[config.mk]
export PLATFORM = sky130hd
export DESIGN_NAME = pixel_ring_buffer
export DESIGN_NICKNAME = d
export VERILOG_FILES = /design/src/rtl/pixel_ring_buffer.sv
export SDC_FILE = /design/constraint.sdc
export NUM_CORES = 1
export LEC_CHECK = 0
export ABC_CLOCK_PERIOD_IN_PS = 20700
export BUFFER_PORTS_ARGS = -buffer_cell sky130_fd_sc_hd__buf_2
export CORE_ASPECT_RATIO = 0.6
export CORE_MARGIN = 4
export CORE_UTILIZATION = 56
export CTS_CLUSTER_SIZE = 10
export DETAILED_ROUTE_END_ITERATION = 16
export MAX_ROUTING_LAYER = met4
export PLACE_DENSITY = 0.8
export SLEW_MARGIN = 20
export SYNTH_ARGS = -nofsm -noshare
export SYNTH_HDL_FRONTEND = slang
export SYNTH_SLANG_ARGS = --single-unit
[constraint.sdc]
create_clock -name clk -period 20.7 [get_ports clk]
set_clock_uncertainty 0.15 [all_clocks]
set_input_delay 1.035 -clock clk [delete_from_list [all_inputs] [get_ports clk]]
set_output_delay 1.035 -clock clk [all_outputs]
set_load 0.02 [all_outputs]
[src/rtl/pixel_ring_buffer.sv]
// Circular pixel store: fills DEPTH pixels from a valid/ready load port, then
// exposes NUM_TAPS consecutive pixels and rotates one pixel per shift_en.
module pixel_ring_buffer #(
   parameter int DATA_W   = 8,
   parameter int DEPTH    = 72,
   parameter int NUM_TAPS = 2
) (
   input  logic                         clk,
   input  logic                         rst,
   input  logic                         clear,
   input  logic                         load_valid,
   input  logic [DATA_W-1:0]            load_data,
   output logic                         load_ready,
   input  logic                         shift_en,
   output logic [NUM_TAPS*DATA_W-1:0]   tap_data,
   output logic                         full,
   output logic [$clog2(DEPTH+1)-1:0]   load_count,
   output logic [$clog2(DEPTH)-1:0]     rot_count,
   output logic                         rot_wrap
);

   localparam int CNT_W = $clog2(DEPTH + 1);
   localparam int ROT_W = $clog2(DEPTH);
   localparam logic [CNT_W-1:0] LAST_LOAD = CNT_W'(DEPTH - 1);
   localparam logic [ROT_W-1:0] LAST_ROT  = ROT_W'(DEPTH - 1);

   typedef enum logic {
      ST_LOAD = 1'b0,
      ST_FULL = 1'b1
   } state_t;

   state_t state;
   state_t state_next;

   logic [DATA_W-1:0] entry [DEPTH];
   logic              load_accept;
   logic              rotate;
   logic              rot_last;

   // Load handshake: a pixel transfers on a rising edge where load_valid and
   // load_ready are both high and clear is low; load_ready does not depend on
   // load_valid, and a pixel offered while load_ready is low is simply ignored.

   always_ff @(posedge clk) begin
      if (rst) begin
         state <= ST_LOAD;
      end else begin
         state <= state_next;
      end
   end

   always_comb begin
      state_next = state;
      if (clear) begin
         state_next = ST_LOAD;
      end else begin
         case (state)
            ST_LOAD: if (load_valid && (load_count == LAST_LOAD)) state_next = ST_FULL;
            ST_FULL: state_next = ST_FULL;
            default: state_next = ST_LOAD;
         endcase
      end
   end

   always_comb begin
      load_ready  = (state == ST_LOAD);
      full        = (state == ST_FULL);
      load_accept = (state == ST_LOAD) && load_valid && !clear;
      rotate      = (state == ST_FULL) && shift_en && !clear;
      rot_last    = (rot_count == LAST_ROT);
   end

   // Loads and rotations share one shift path; only the value entering entry[0] differs.
   always_ff @(posedge clk) begin
      if (rst || clear) begin
         for (int i = 0; i < DEPTH; i++) begin
            entry[i] <= '0;
         end
      end else if (load_accept || rotate) begin
         entry[0] <= load_accept ? load_data : entry[DEPTH-1];
         for (int i = 1; i < DEPTH; i++) begin
            entry[i] <= entry[i-1];
         end
      end
   end

   always_ff @(posedge clk) begin
      if (rst || clear) begin
         load_count <= '0;
         rot_count  <= '0;
         rot_wrap   <= 1'b0;
      end else begin
         if (load_accept) begin
            load_count <= load_count + 1'b1;
         end
         if (rotate) begin
            rot_count <= rot_last ? '0 : rot_count + 1'b1;
         end
         rot_wrap <= rotate && rot_last;
      end
   end

   for (genvar k = 0; k < NUM_TAPS; k++) begin : g_tap
      assign tap_data[k*DATA_W +: DATA_W] = entry[DEPTH-1-k];
   end

endmodule

==> results.toml <==
[sta]
slew_violations = 0
hold_viol = 0
setup_violations = 0
fmax_mhz = 260.6
rsz0062_at_grt = "false"
fin_crit_sh = 0.1854
tns_ps = 0
whs_ps = 341.5
min_period_ps = 3837
slew_headroom = 0.2919
worst_slew_pin_slew_ps = 1062

[yosys]
syn-cell-area_sq_um = 22120
synthTopCellsByCount = "576 x edfxtp_1, 568 x and2_1, 61 x clkbuf_1"
synth-main-ff-cell = "edfxtp_1"
synthArstFlopShare = 0
ys_types = 34
syn_nets = 1356
synth_warnings = 0
yosysTopAreaCellShare = 0.7819
yosysMostFrequentCell = "edfxtp_1"
synth_area_leader_cell = "edfxtp_1"
synth.avg_cell_area_sq_um = 16.50
synth_seq_cells = 592
synth_edf_count = 576
ys_top_cells_by_area = "edfxtp_1 78%, and2_1 16%, dfxtp_1 1.4%"
synth_cells = 1341
ys_seq_area_frac = 0.7963

[finish]
seq_area_sq_um = 17620
drive_gt1_frac = 0.09851
finalNetCount = 1399
areaGrowthSynthToFinish_pct = 11.74
utilization = 0.6334
multi_input_area_sq_um = 4120
fillers = 2564

[die]
pin_count = 46
die_h_microns = 162.0
die_x_microns = 264.6
rows = 56
fp.coreArea_sq_um = 39030
die_area_sq_um = 42850
start_util = 0.5668

[drt]
routedWlPerCell_microns = 16.38
vias = 9891
firstDrtPassIters = 5
viasPerCell = 5.114
wl_mm = 31.68
ant_nets = 0
drcViolationCount = 0
drtIter0Drc = 1136

[setup_path]
critPathArrivalTime_ps = 3860
r2r_slack_ps = 17020
cpMaxStageDelayCell = "buf_4"
end_kind = "register"
worstPathBufferInverterCount = 3
cp.required_ps = 20720
path_delay_family = "buffers and inverters"
rr_worst_depth = 4
path_cells = "buf_2 > or3b_4 > nand3_4 > buf_12 > buf_4"
worstReg2RegStart = "full"
crit_fanout = 197
cp-start-kind = "primary input"
r2r-end = "entry[0][408]"
slowest_delay_ps = 830
path_class = "in2reg"

[clocking]
clk_latency_ps = 570
clock-sinks = 592
cts_tree = "yes"
cts_setup_buffers = 0
clk_path_buf_depth = 3
clk_pin_slew_ps = 60
cts_buffers = 69
cts_repair_resize_count = 0
ctsHoldBuffers = 0
clockRootBuffer = "clkbuf_16"
cts_htree_levels = 3

[grt]
grt_usage = 0.1559
first_global_vias = 9711
grt_max_degree = 198
grt_overflow = 0
antenna_found_initial = 0
grt_pass1_wl_mm = 51.94

[outcome]
status = "completed"

[min_path]
holdPathEnd = "rot_count[1]"
worst_hold_startpoint = "rot_count[1]"
hold_class = "reg2reg"
hold_path_depth = 2

[pwr]
power.total_mw = 2.524
power.leakage_nw = 9.741
cellPowerDensity_nw_per_um2 = 102.1
ir_drop_uv = 61.75

[placed_design]
globalplace.congestion = 0.8675
hpwlAfterDp_mm = 15.55
io_buffers = 45

[flow_run]
max_cap_violations = 0
[layout by cell type, fill, tap and decap left out, types with 2 or more instances in the layout]
cell | Yosys | layout
edfxtp_1 | 576 | 576
and2_1 | 568 | 568
clkbuf_16 | 0 | 73
buf_2 | 5 | 45
nand2_1 | 25 | 25
clkbuf_1 | 61 | 21
a21oi_1 | 17 | 17
dfxtp_1 | 16 | 16
nand3_1 | 7 | 6
buf_4 | 16 | 6
nor2_1 | 6 | 5
or4_1 | 4 | 4
o21ai_0 | 4 | 4
or3_1 | 4 | 4
inv_1 | 3 | 3
o31ai_1 | 3 | 3
o211a_1 | 3 | 3
xnor2_1 | 2 | 2
nand4_1 | 2 | 2
a31oi_1 | 2 | 2
ha_1 | 2 | 2
clkinv_8 | 0 | 2
inv_6 | 0 | 2
buf_12 | 0 | 2
buf_6 | 2 | 2
[how the worst max path moves through the flow]
stage / from / to / slack, ps / cells past startpoint
floorplan: load_valid / entry[0][0] / 720 / 4
global placement: clear / entry[0][336] / 15750 / 6
detailed placement: clear / entry[0][143] / 15640 / 6
CTS: clear / entry[0][143] / 16230 / 6
global route: clear / entry[0][408] / 16630 / 5
finish: clear / entry[0][408] / 16860 / 5
[kinds of logic (layout without fill, tap and decap cells)]
family                   count (synthesis)  after routing  synth area share
AO/OA/AOI/OAI                           32             32          0.008823
other                                    0              1                 0
flip-flops                             592            592            0.7963
multiplexers                             1              1         0.0004525
XOR/XNOR                                 3              3          0.001188
adder cells (fa/ha/maj)                  2              2          0.001131
buffers and inverters                   87            157           0.01844
AND/OR/NAND/NOR                        624            624            0.1736
[metrics by stage]
| stage | cell area, sq um | setup WS (ps) | std cells |
|---|---|---|---|
| 4_1_cts | 24660 | 16230 | 1931 |
| 6_report | 24720 | 16860 | 1934 |
| 3_5_place_dp | 22710 | 15640 | 1833 |
| 2_1_floorplan | 22120 | 722.6 | 1341 |
| 3_3_place_gp | 22710 | 15750 | 1833 |
| 5_1_grt | 24720 | 16630 | 1933 |
[metal layers]
metal | wire (microns) | vias to the layer above | GRT usage
met4 | 703 | 0 | 0.04701
met3 | 1516 | 71 | 0.03952
li1 | - | 4728 | -
met2 | 13860 | 206 | 0.2117
met1 | 15600 | 4886 | 0.2353
met5 | 0 | - | -
[tightest hold or removal path, cell delays in order (launching register included)]
cell and delay [ps]:
dfxtp_1 330, nand2_1 60, a21oi_1 50
[layout make-up]
class | count | area share
flip-flops and latches | 592 | 0.7127
repair buffers | 56 | 0.01458
multi-input cells | 662 | 0.1667
diodes | 1 | 0.0001012
well taps | 522 | 0.02642
clock inverters | 4 | 0.002025
clock buffers | 94 | 0.07709
inverters | 3 | 0.0004555
[registers in the layout (all words and copies together) (netlist names)]
signal and cells:
full 1, entry 576, rot_count 7, rot_wrap 1, load_count 7
[power by group]
group | switching [mW] | total, mW | leakage (nW) | internal, mW
combinational | 0.0413 | 0.0549 | 2.12 | 0.0137
sequential | 0.0167 | 1.40 | 6.68 | 1.38
clock | 0.436 | 1.07 | 0.947 | 0.636
Power figures use the tool's default switching activity.
